File: src/rtl/hd_pkg.sv
// Shared parameters, FSM state type and descriptor payload for the packet writer.
package hd_pkg;

   localparam int unsigned DATAPACK_BIT = 1024;
   localparam int unsigned DATA_WIDTH   = DATAPACK_BIT;
   localparam int unsigned PRIORITY_BIT = 3;
   localparam int unsigned SRAM_DW      = 64;
   localparam int unsigned BEATS        = DATAPACK_BIT / SRAM_DW;
   localparam int unsigned BEAT_BIT     = $clog2(BEATS);
   localparam int unsigned SLOT_BIT     = 8;
   localparam int unsigned SLOT_NUM     = 2 ** SLOT_BIT;
   localparam int unsigned ADDR_W       = SLOT_BIT + BEAT_BIT;
   localparam int unsigned CNT_W        = 16;

   typedef enum logic [1:0] {
      ST_IDLE  = 2'd0,
      ST_WRITE = 2'd1,
      ST_DESC  = 2'd2
   } state_e;

   typedef struct packed {
      logic [SLOT_BIT-1:0]     slot;
      logic [PRIORITY_BIT-1:0] prior;
   } desc_t;

   // Increment that sticks at all-ones.
   function automatic logic [CNT_W-1:0] sat_inc(input logic [CNT_W-1:0] v);
      return (&v) ? v : v + CNT_W'(1);
   endfunction

endpackage

File: src/rtl/hd_slot_alloc.sv
// Packet slot allocator: write pointer, occupancy count and full flag.
module hd_slot_alloc
   import hd_pkg::*;
(
   input  logic                clk,
   input  logic                rst_n,
   input  logic                alloc,
   input  logic                pkt_release,
   output logic [SLOT_BIT-1:0] wr_slot,
   output logic [SLOT_BIT:0]   used_cnt,
   output logic                full_c
);

   logic [SLOT_BIT-1:0] wr_slot_q, wr_slot_d;
   logic [SLOT_BIT:0]   used_cnt_q, used_cnt_d;
   logic                rel_ok;

   // Allocate advances the pointer; release and allocate in the same cycle cancel.
   always_comb begin
      wr_slot_d  = wr_slot_q;
      used_cnt_d = used_cnt_q;
      rel_ok     = pkt_release && (used_cnt_q != '0);
      if (alloc) begin
         wr_slot_d = wr_slot_q + SLOT_BIT'(1);
      end
      if (alloc && !rel_ok) begin
         used_cnt_d = used_cnt_q + (SLOT_BIT+1)'(1);
      end else if (!alloc && rel_ok) begin
         used_cnt_d = used_cnt_q - (SLOT_BIT+1)'(1);
      end
   end

   // Pointer and occupancy registers.
   always_ff @(posedge clk or negedge rst_n) begin
      if (!rst_n) begin
         wr_slot_q  <= '0;
         used_cnt_q <= '0;
      end else begin
         wr_slot_q  <= wr_slot_d;
         used_cnt_q <= used_cnt_d;
      end
   end

   assign wr_slot  = wr_slot_q;
   assign used_cnt = used_cnt_q;
   assign full_c   = (used_cnt_q == (SLOT_BIT+1)'(SLOT_NUM));

endmodule

File: src/rtl/hd_pkt_writer.sv
// Writes decoded packets into SRAM slots beat by beat and hands descriptors to the queue manager.
module hd_pkt_writer
   import hd_pkg::*;
(
   input  logic                    clk,
   input  logic                    rst_n,
   input  logic [DATAPACK_BIT-1:0] Queue,
   input  logic [PRIORITY_BIT-1:0] prior,
   input  logic                    data_vld,
   input  logic                    error,
   output logic                    in_ready,
   output logic                    sram_wr_en,
   output logic [ADDR_W-1:0]       sram_addr,
   output logic [SRAM_DW-1:0]      sram_wdata,
   input  logic                    sram_ready,
   output logic                    desc_vld,
   output logic [SLOT_BIT-1:0]     desc_slot,
   output logic [PRIORITY_BIT-1:0] desc_prior,
   input  logic                    desc_rdy,
   input  logic                    pkt_release,
   output logic [SLOT_BIT:0]       used_cnt,
   output logic [CNT_W-1:0]        drop_err_cnt,
   output logic [CNT_W-1:0]        drop_full_cnt,
   output logic [CNT_W-1:0]        drop_busy_cnt
);

   state_e                  state_q, state_d;
   logic [BEAT_BIT-1:0]     beat_q, beat_d;
   logic [DATAPACK_BIT-1:0] buf_q, buf_d;
   logic [PRIORITY_BIT-1:0] prior_q, prior_d;
   logic [CNT_W-1:0]        err_cnt_q, err_cnt_d;
   logic [CNT_W-1:0]        full_cnt_q, full_cnt_d;
   logic [CNT_W-1:0]        busy_cnt_q, busy_cnt_d;
   logic                    wr_en_q, wr_en_d;
   logic [ADDR_W-1:0]       addr_q, addr_d;
   logic [SRAM_DW-1:0]      wdata_q, wdata_d;
   logic                    desc_vld_q, desc_vld_d;
   desc_t                   desc_q, desc_d;
   logic                    in_ready_q, in_ready_d;

   logic                    alloc;
   logic                    full_c;
   logic [SLOT_BIT-1:0]     wr_slot;

   hd_slot_alloc u_slot_alloc (
      .clk         (clk),
      .rst_n       (rst_n),
      .alloc       (alloc),
      .pkt_release (pkt_release),
      .wr_slot     (wr_slot),
      .used_cnt    (used_cnt),
      .full_c      (full_c)
   );

   // Next-state, drop accounting and registered-output values.
   always_comb begin
      state_d    = state_q;
      beat_d     = beat_q;
      buf_d      = buf_q;
      prior_d    = prior_q;
      err_cnt_d  = err_cnt_q;
      full_cnt_d = full_cnt_q;
      busy_cnt_d = busy_cnt_q;
      alloc      = 1'b0;

      unique case (state_q)
         ST_IDLE: begin
            if (data_vld) begin
               if (error) begin
                  err_cnt_d = sat_inc(err_cnt_q);
               end else if (full_c) begin
                  full_cnt_d = sat_inc(full_cnt_q);
               end else begin
                  buf_d   = Queue;
                  prior_d = prior;
                  beat_d  = '0;
                  state_d = ST_WRITE;
               end
            end
         end
         ST_WRITE: begin
            if (data_vld) begin
               busy_cnt_d = sat_inc(busy_cnt_q);
            end
            if (sram_ready) begin
               if (beat_q == BEAT_BIT'(BEATS - 1)) begin
                  state_d = ST_DESC;
               end else begin
                  beat_d = beat_q + BEAT_BIT'(1);
               end
            end
         end
         ST_DESC: begin
            if (data_vld) begin
               busy_cnt_d = sat_inc(busy_cnt_q);
            end
            if (desc_rdy) begin
               alloc   = 1'b1;
               state_d = ST_IDLE;
            end
         end
         default: state_d = ST_IDLE;
      endcase

      // Outputs are computed from the next state so they are valid right after the edge.
      wr_en_d    = (state_d == ST_WRITE);
      addr_d     = wr_en_d ? {wr_slot, beat_d} : '0;
      wdata_d    = wr_en_d ? buf_d[SRAM_DW*int'(beat_d) +: SRAM_DW] : '0;
      desc_vld_d = (state_d == ST_DESC);
      desc_d     = '0;
      if (desc_vld_d) begin
         desc_d.slot  = wr_slot;
         desc_d.prior = prior_d;
      end
      in_ready_d = (state_d == ST_IDLE);
   end

   // State, packet buffer, counters and output registers.
   always_ff @(posedge clk or negedge rst_n) begin
      if (!rst_n) begin
         state_q    <= ST_IDLE;
         beat_q     <= '0;
         buf_q      <= '0;
         prior_q    <= '0;
         err_cnt_q  <= '0;
         full_cnt_q <= '0;
         busy_cnt_q <= '0;
         wr_en_q    <= 1'b0;
         addr_q     <= '0;
         wdata_q    <= '0;
         desc_vld_q <= 1'b0;
         desc_q     <= '0;
         in_ready_q <= 1'b0;
      end else begin
         state_q    <= state_d;
         beat_q     <= beat_d;
         buf_q      <= buf_d;
         prior_q    <= prior_d;
         err_cnt_q  <= err_cnt_d;
         full_cnt_q <= full_cnt_d;
         busy_cnt_q <= busy_cnt_d;
         wr_en_q    <= wr_en_d;
         addr_q     <= addr_d;
         wdata_q    <= wdata_d;
         desc_vld_q <= desc_vld_d;
         desc_q     <= desc_d;
         in_ready_q <= in_ready_d;
      end
   end

   assign in_ready      = in_ready_q;
   assign sram_wr_en    = wr_en_q;
   assign sram_addr     = addr_q;
   assign sram_wdata    = wdata_q;
   assign desc_vld      = desc_vld_q;
   assign desc_slot     = desc_q.slot;
   assign desc_prior    = desc_q.prior;
   assign drop_err_cnt  = err_cnt_q;
   assign drop_full_cnt = full_cnt_q;
   assign drop_busy_cnt = busy_cnt_q;

endmodule

File: config.mk
export PLATFORM = sky130hd
export DESIGN_NAME = hd_pkt_writer
export DESIGN_NICKNAME = d
export VERILOG_FILES = /design/src/rtl/hd_pkg.sv /design/src/rtl/hd_slot_alloc.sv /design/src/rtl/hd_pkt_writer.sv
export SDC_FILE = /design/constraint.sdc
export NUM_CORES = 2
export LEC_CHECK = 0
export ABC_AREA = 1
export BUFFER_PORTS_ARGS = -buffer_cell sky130_fd_sc_hd__buf_2
export CAP_MARGIN = 20
export CORE_AREA = 4 4 461 463
export CTS_CLUSTER_DIAMETER = 40
export DETAILED_ROUTE_END_ITERATION = 10
export DIE_AREA = 0 0 465 467
export SKIP_LAST_GASP = 1
export SLEW_MARGIN = 5
export SYNTH_ARGS = -nofsm -noshare
export SYNTH_HDL_FRONTEND = slang
export SYNTH_SLANG_ARGS = --single-unit
File: constraint.sdc
create_clock -name clk -period 3.6 [get_ports clk]
set_input_delay 0.18 -clock clk [delete_from_list [all_inputs] [get_ports clk]]
set_output_delay 0.18 -clock clk [all_outputs]
set_load 0.005 [all_outputs]
After elaboration in Yosys (flattened, before gate mapping):

Cells that the tools add are included.

* register bits after elaboration: 1188
* input port bits: 1034
* output and inout bits: 147
* word-level logic and storage cells: 78

* $add $sub $neg: 7
* eq/ne operators: 6
* shift operators: 1
* muxes and demuxes: 28
* bitwise operators: 4
* reductions and logical operators: 16

Operator list (count)
* $mux 1024: 4
* $shiftx 1024x11->64: 1
* $mux 64: 1
* $add 16x1->16 const B: 3
* $reduce_and 16->1: 3
* $mux 4: 5
* $mux 9: 2
* $mux 12: 1
* $mux 2: 6
* $mux 3: 4
* $mux 11: 1
* $add 9x1->9 const B: 1
* $eq 9x9->1 const B: 1
* $reduce_bool 9->1: 1
* $sub 9x1->9 const B: 1
* $add 8x1->8 const B: 1
* $pmux 4 s2: 1
* $pmux 2 s3: 1
* $reduce_and 5->1: 1
* $add 4x1->4 const B: 1
* $eq 2x1->1 const B: 2
* $eq 2x2->1 const B: 2
* $eq 4x4->1 const B: 1
* $logic_not 2->1: 2
* other kinds (8): 15

Longest topological paths before layout:

* word-level depth: 7
* depth in mapped cells: 18
* depth with buffers taken out: 18

Modules after synthesis:

A second synthesis with hierarchy kept.

* cell total of the unflattened synthesis: 7390
* area, all modules: 56950.9 µm²

By module, submodules not included
* hd_pkt_writer: instances 1, cells each 7248, area an instance 55833.5 µm², seq. area each 29303.1 µm²
* hd_slot_alloc: instances 1, cells each 142, area an instance 1117.3 µm², seq. area each 425.4 µm²

Worst setup path after synthesis:

OpenSTA, ideal clock, no wires.

* path type: flip-flop to flip-flop
* from: register state_q[0]
* to: register u_slot_alloc.used_cnt_q[8] (netlist: u_slot_alloc.used_cnt[8])
* library setup time: 0.117 ns
* arrival: 2.480 ns
* required time: 3.483 ns
* path slack: 1.003 ns
* cell stages (with the launch flop): 19
* path buffers: 0
* period minus slack after synthesis: 2.597 ns
* path through: dfrtp_1 > inv_1 > ha_1 > nand2_1 > inv_1 > ha_1 > inv_1 > ha_1 > a21oi_1 > nand2_1 > nand2_1 > nand2_1 > a21oi_1 > nor2_1 > o21ai_0 > nand2_1 > xor2_1 > nand2_1 > nand2_1

* cells in the longest elaborated chain, start to end: 5
* elaborated cells between the ends (all ways): 7
* those cells by class: eq/ne (1); mux (2); reduce/logical (4)

Ends and longest elaborated chain
* start, declared: line hd_pkt_writer.sv:27 `state_e state_q, state_d;`
* start signal, assigned: line hd_pkt_writer.sv:135 `state_q <= state_d;`
* $eq 2x2->1 *: line hd_pkt_writer.sv:66 `unique case (state_q)`
* $mux 1 *: line hd_pkt_writer.sv:66
* net alloc: line hd_pkt_writer.sv:41 `logic alloc;`
* $logic_not 1->1: line hd_slot_alloc.sv:28 `end else if (!alloc && rel_ok) begin`
* $logic_and 1x1->1: line hd_slot_alloc.sv:28
* $reduce_bool 2->1 (no source line)
* end signal, assigned: line hd_slot_alloc.sv:40 `used_cnt_q <= used_cnt_d;`
* end, declared: line hd_slot_alloc.sv:15 `logic [SLOT_BIT:0] used_cnt_q, used_cnt_d;`

The timed path passes the listed nets; every way through them passes the cells marked *.
A chain may end at the register's enable or synchronous reset.

Final worst setup path:

* from: register state_q[0]
* to: register wdata_q[25] (netlist: sram_wdata[25])

* cells in the longest elaborated chain, start to end: 6
* elaborated cells between the ends (all ways): 15
* those cells by class: eq/ne (3); shift (1); mux (10); reduce/logical (1)

Ends and longest elaborated chain
* parallel branches: the longest is 5 deep, another holds $shiftx 1024x11->64
* $mux 64 *: line hd_pkt_writer.sv:108 `wdata_d = wr_en_d ? buf_d[SRAM_DW*int'(beat_d) +: SRAM_DW] : '0;`
* net wdata_d[25]: line hd_pkt_writer.sv:36 `logic [SRAM_DW-1:0] wdata_q, wdata_d;`
* end signal, assigned: line hd_pkt_writer.sv:144 `wdata_q <= wdata_d;`
* end, declared: line hd_pkt_writer.sv:36

Mark *: on every way through the listed nets, which the timed path passes.

==> reports/metrics.csv <==
metric,value,unit
Worst Skew,0.0312,ns
synth cell count leaders,"nand2_1, dfrtp_1, inv_1, o21ai_0, nand3_1",
"EDFF count, synth",0,
Worst VDD drop,0.580,mV
Pins Over Slew Limit,0,
TritonCTS Buffers,213,
hold path endpoint,buf_q[91],
WS Path Type,reg2reg,
CP most frequent cell,nand2_1,
"wirelength, routed",284,mm
critical path arrival,4.20,ns
PwrDens,910,nW/µm²
Hold Path Depth,6,
Routed Antenna Nets,0,
antenna violations before repair,45,
layout cell share with drive strength beyond 1,0.190,
# Max-Cap Violations,0,
final hold violation count,0,
clock sink total,1188,
vias in the first global route,60100,
grt ovf,0,
Die ar.,217000,µm²
Starting Density,0.269,
hold_sp,error,
Netlist cell types,38,
compound-cell area share of the yosys netlist,0.0883,
via count,59500,
DRT iter0 DRCs,5299,
Synth Register Bits,1188,
Crit. End Element,register,
fin worst setup slack,0.184,ns
share of the synthesized area in the top cell type,0.530,
unrepaired setup endpoints after global routing,true,
Layout area overhead,51.1,%
relative slew slack,0.295,
port buffer count,1180,
clk slew on worst S/H paths,0.06,ns
1st-pass router iterations,9,
Post-synth top flop,dfrtp_1,
wire per inst,22.5,µm
Post-Synthesis Cells,7319,
fmax,0.293,GHz
Finish-stage setup viols,0,
largest family of logic cells by synthesized area,simple AND/OR/NAND/NOR gates,
syn avg cell area,7.67,µm²
maximum number of pins on one net before global-route repair,96,
Post-Synth XOR/XNOR Area,0.00780,
FP Rows,168,
top post-synthesis cells by area,"dfrtp_1, nand2_1, inv_1, o211ai_1, o21ai_0",
synth warn,0,
Worst path max stage delay,0.47,ns
post-synthesis sequential area ratio,0.530,
"Cell Chain, Critical Path",inv_2 -> ha_2 -> inv_2 -> nor3_4 -> nand2_8 -> buf_4 -> buf_12 -> buf_12 -> buf_4 -> nand2_1 -> o21ai_0 -> o211ai_1 -> nand3_1 -> nand2_1 -> nand2_1 -> nand2_1,
Worst R2R Path Depth,16,
min Tclk post-route,3.42,ns
Synth area leader,dfrtp_1,
number of fill cells,20300,
Leak,44.5,nW
Final Total Pwr,77.2,mW
hpwl dp,204,mm
R2R setup slack,0.18,ns
GRT Total Usage,0.255,
Tcrit/Tclk final,0.949,
Die X,465,µm
Synthesized Nets,8371,
Worst-Margin Slew,1.06,ns
CTS H-tree depth,4,
worst skew pair latency,0.85,ns
status,"complete, no violations",
first-pass GRT wire length,408,mm
Nets,10600,
Final Wtd Congestion,0.937,
drt drc,0,
CTS tree,yes,
Max Buffers Root-to-Sink,3,
most frequent cell after synthesis,nand2_1,
post-synthesis mux area share,0,
CP Launch Type,register,
Synth Area in Adders,0.00415,
Die Ht,467,µm
r2r endpoint,sram_wdata[25],
I/O pin count,1181,
async set-reset flop share out of synthesis,1.00,
"Req. time, crit path",4.38,ns
pre-CTS setup slack,-0.116,ns
Vias per Instance,4.71,
FF-to-FF Start,state_q[0],
core footprint,209000,µm²
Hold/Removal Path Class,in2reg,
Crit Path Max Fanout,50,
Clk Tree Root Cell,clkbuf_16,
slowest CP cell,nand3_1,
Synth Area in Simple Gates,0.276,
Netlist Area Pre-Place,56100,µm²
metrics by stage:
step           cells   util  instance area (µm²)  hold slack (ns)  TNS [ns]
3_5_place_dp   11100  0.317                66300            0.249    -0.116
2_1_floorplan   7319      -                56100           -0.116         0
5_1_grt        12600  0.406                84800           0.0460   -0.0270
3_3_place_gp   11100  0.317                66300            0.271   -0.0779
4_1_cts        12600  0.406                84700         0.000125         0
6_report       12600  0.406                84800            0.101         0
placed cells by master, fill, tap and decap left out, types with 5 or more instances in the layout:
cell type,count
a21oi_1,10
buf_12,68
buf_2,1179
buf_4,184
bufinv_16,31
clkbuf_1,11
clkbuf_16,214
clkbuf_8,27
clkinv_2,22
clkinv_4,25
clkinvlp_4,25
dfrtp_1,1188
diode_2,33
dlygate4sd3_1,1061
ha_1,16
inv_1,841
inv_6,31
inv_8,9
nand2_1,3486
nand3_1,368
nand4_1,13
nor2_1,70
nor3_1,12
nor4_1,5
o211ai_1,363
o21ai_0,417
or2_2,6
xnor2_1,14
xor2_1,36
registers in the layout, summed over array words and instances, names as in the netlist:
signal / count
beat_q: 4
buf_q: 1024
desc_prior: 3
desc_slot: 8
desc_vld: 1
drop_busy_cnt: 16
drop_err_cnt: 16
drop_full_cnt: 16
in_ready: 1
prior_q: 3
sram_addr: 12
sram_wdata: 64
sram_wr_en: 1
state_q: 2
u_slot_alloc.used_cnt: 9
u_slot_alloc.wr_slot: 8
cell families (layout without fill, tap and decap cells):
family,Yosys count,after routing
adder cells (fa/ha/maj),18,18
AO/OA/AOI/OAI,801,801
XOR/XNOR,50,50
other,0,33
flip-flops,1188,1188
AND/OR/NAND/NOR,3975,3976
buffers and inverters,1287,3744
report_power, final:
part           total [mW]  internal, mW  switching, mW
sequential           21.2          19.2           1.99
combinational        34.2          10.9           23.3
clock                21.7          13.9           7.87
total                77.2          44.0           33.2
timing repair:
item,in CTS,in global routing
pin swaps,4,1
setup buffers,5,0
resized for setup,2,2
hold buffers,1061,0
cloned,1,0
endpoints found under the setup margin,2,2
hold endpoints to repair,1280,0
worst max-delay path by stage:
stage / startpoint / end / cells past startpoint
after floorplan: state_q[0] / u_slot_alloc.used_cnt[8] / 18
after global placement: state_q[0] / sram_wdata[20] / 15
after detailed placement: state_q[0] / sram_wdata[20] / 15
after CTS: state_q[0] / sram_wdata[20] / 15
after global routing: u_slot_alloc.used_cnt[0] / sram_wdata[43] / 18
final: state_q[0] / sram_wdata[25] / 16
metal layers:
layer,global-route usage,vias up,share of wire
met2,0.424,3115,0.47
met1,0.301,28300,0.38
met5,0.00154,-,0.00038
met4,0.156,18,0.070
met3,0.0541,775,0.075
li1,-,27300,-
worst max-delay path: cells and delay by family, from the launching register on:
| kind | cells | cell delay [ns] |
|---|---|---|
| AO/OA/AOI/OAI | 2 | 0.44 |
| adder cells (fa/ha/maj) | 1 | 0.22 |
| buffers and inverters | 6 | 0.96 |
| flip-flops | 1 | 0.41 |
| AND/OR/NAND/NOR | 7 | 1.27 |
final cells by class:
class | count | area (µm²) | area share
clock buffers | 252 | 5770 | 0.0680
clock inverters | 151 | 2000 | 0.0236
repair buffers | 2494 | 19300 | 0.227
well taps | 2805 | 3510 | 0.0414
inverters | 847 | 3190 | 0.0377
flip-flops and latches | 1188 | 29700 | 0.351
multi-input cells | 4845 | 21200 | 0.250
diodes | 33 | 82.6 | 0.000974
Power figures use the tool's default switching activity.
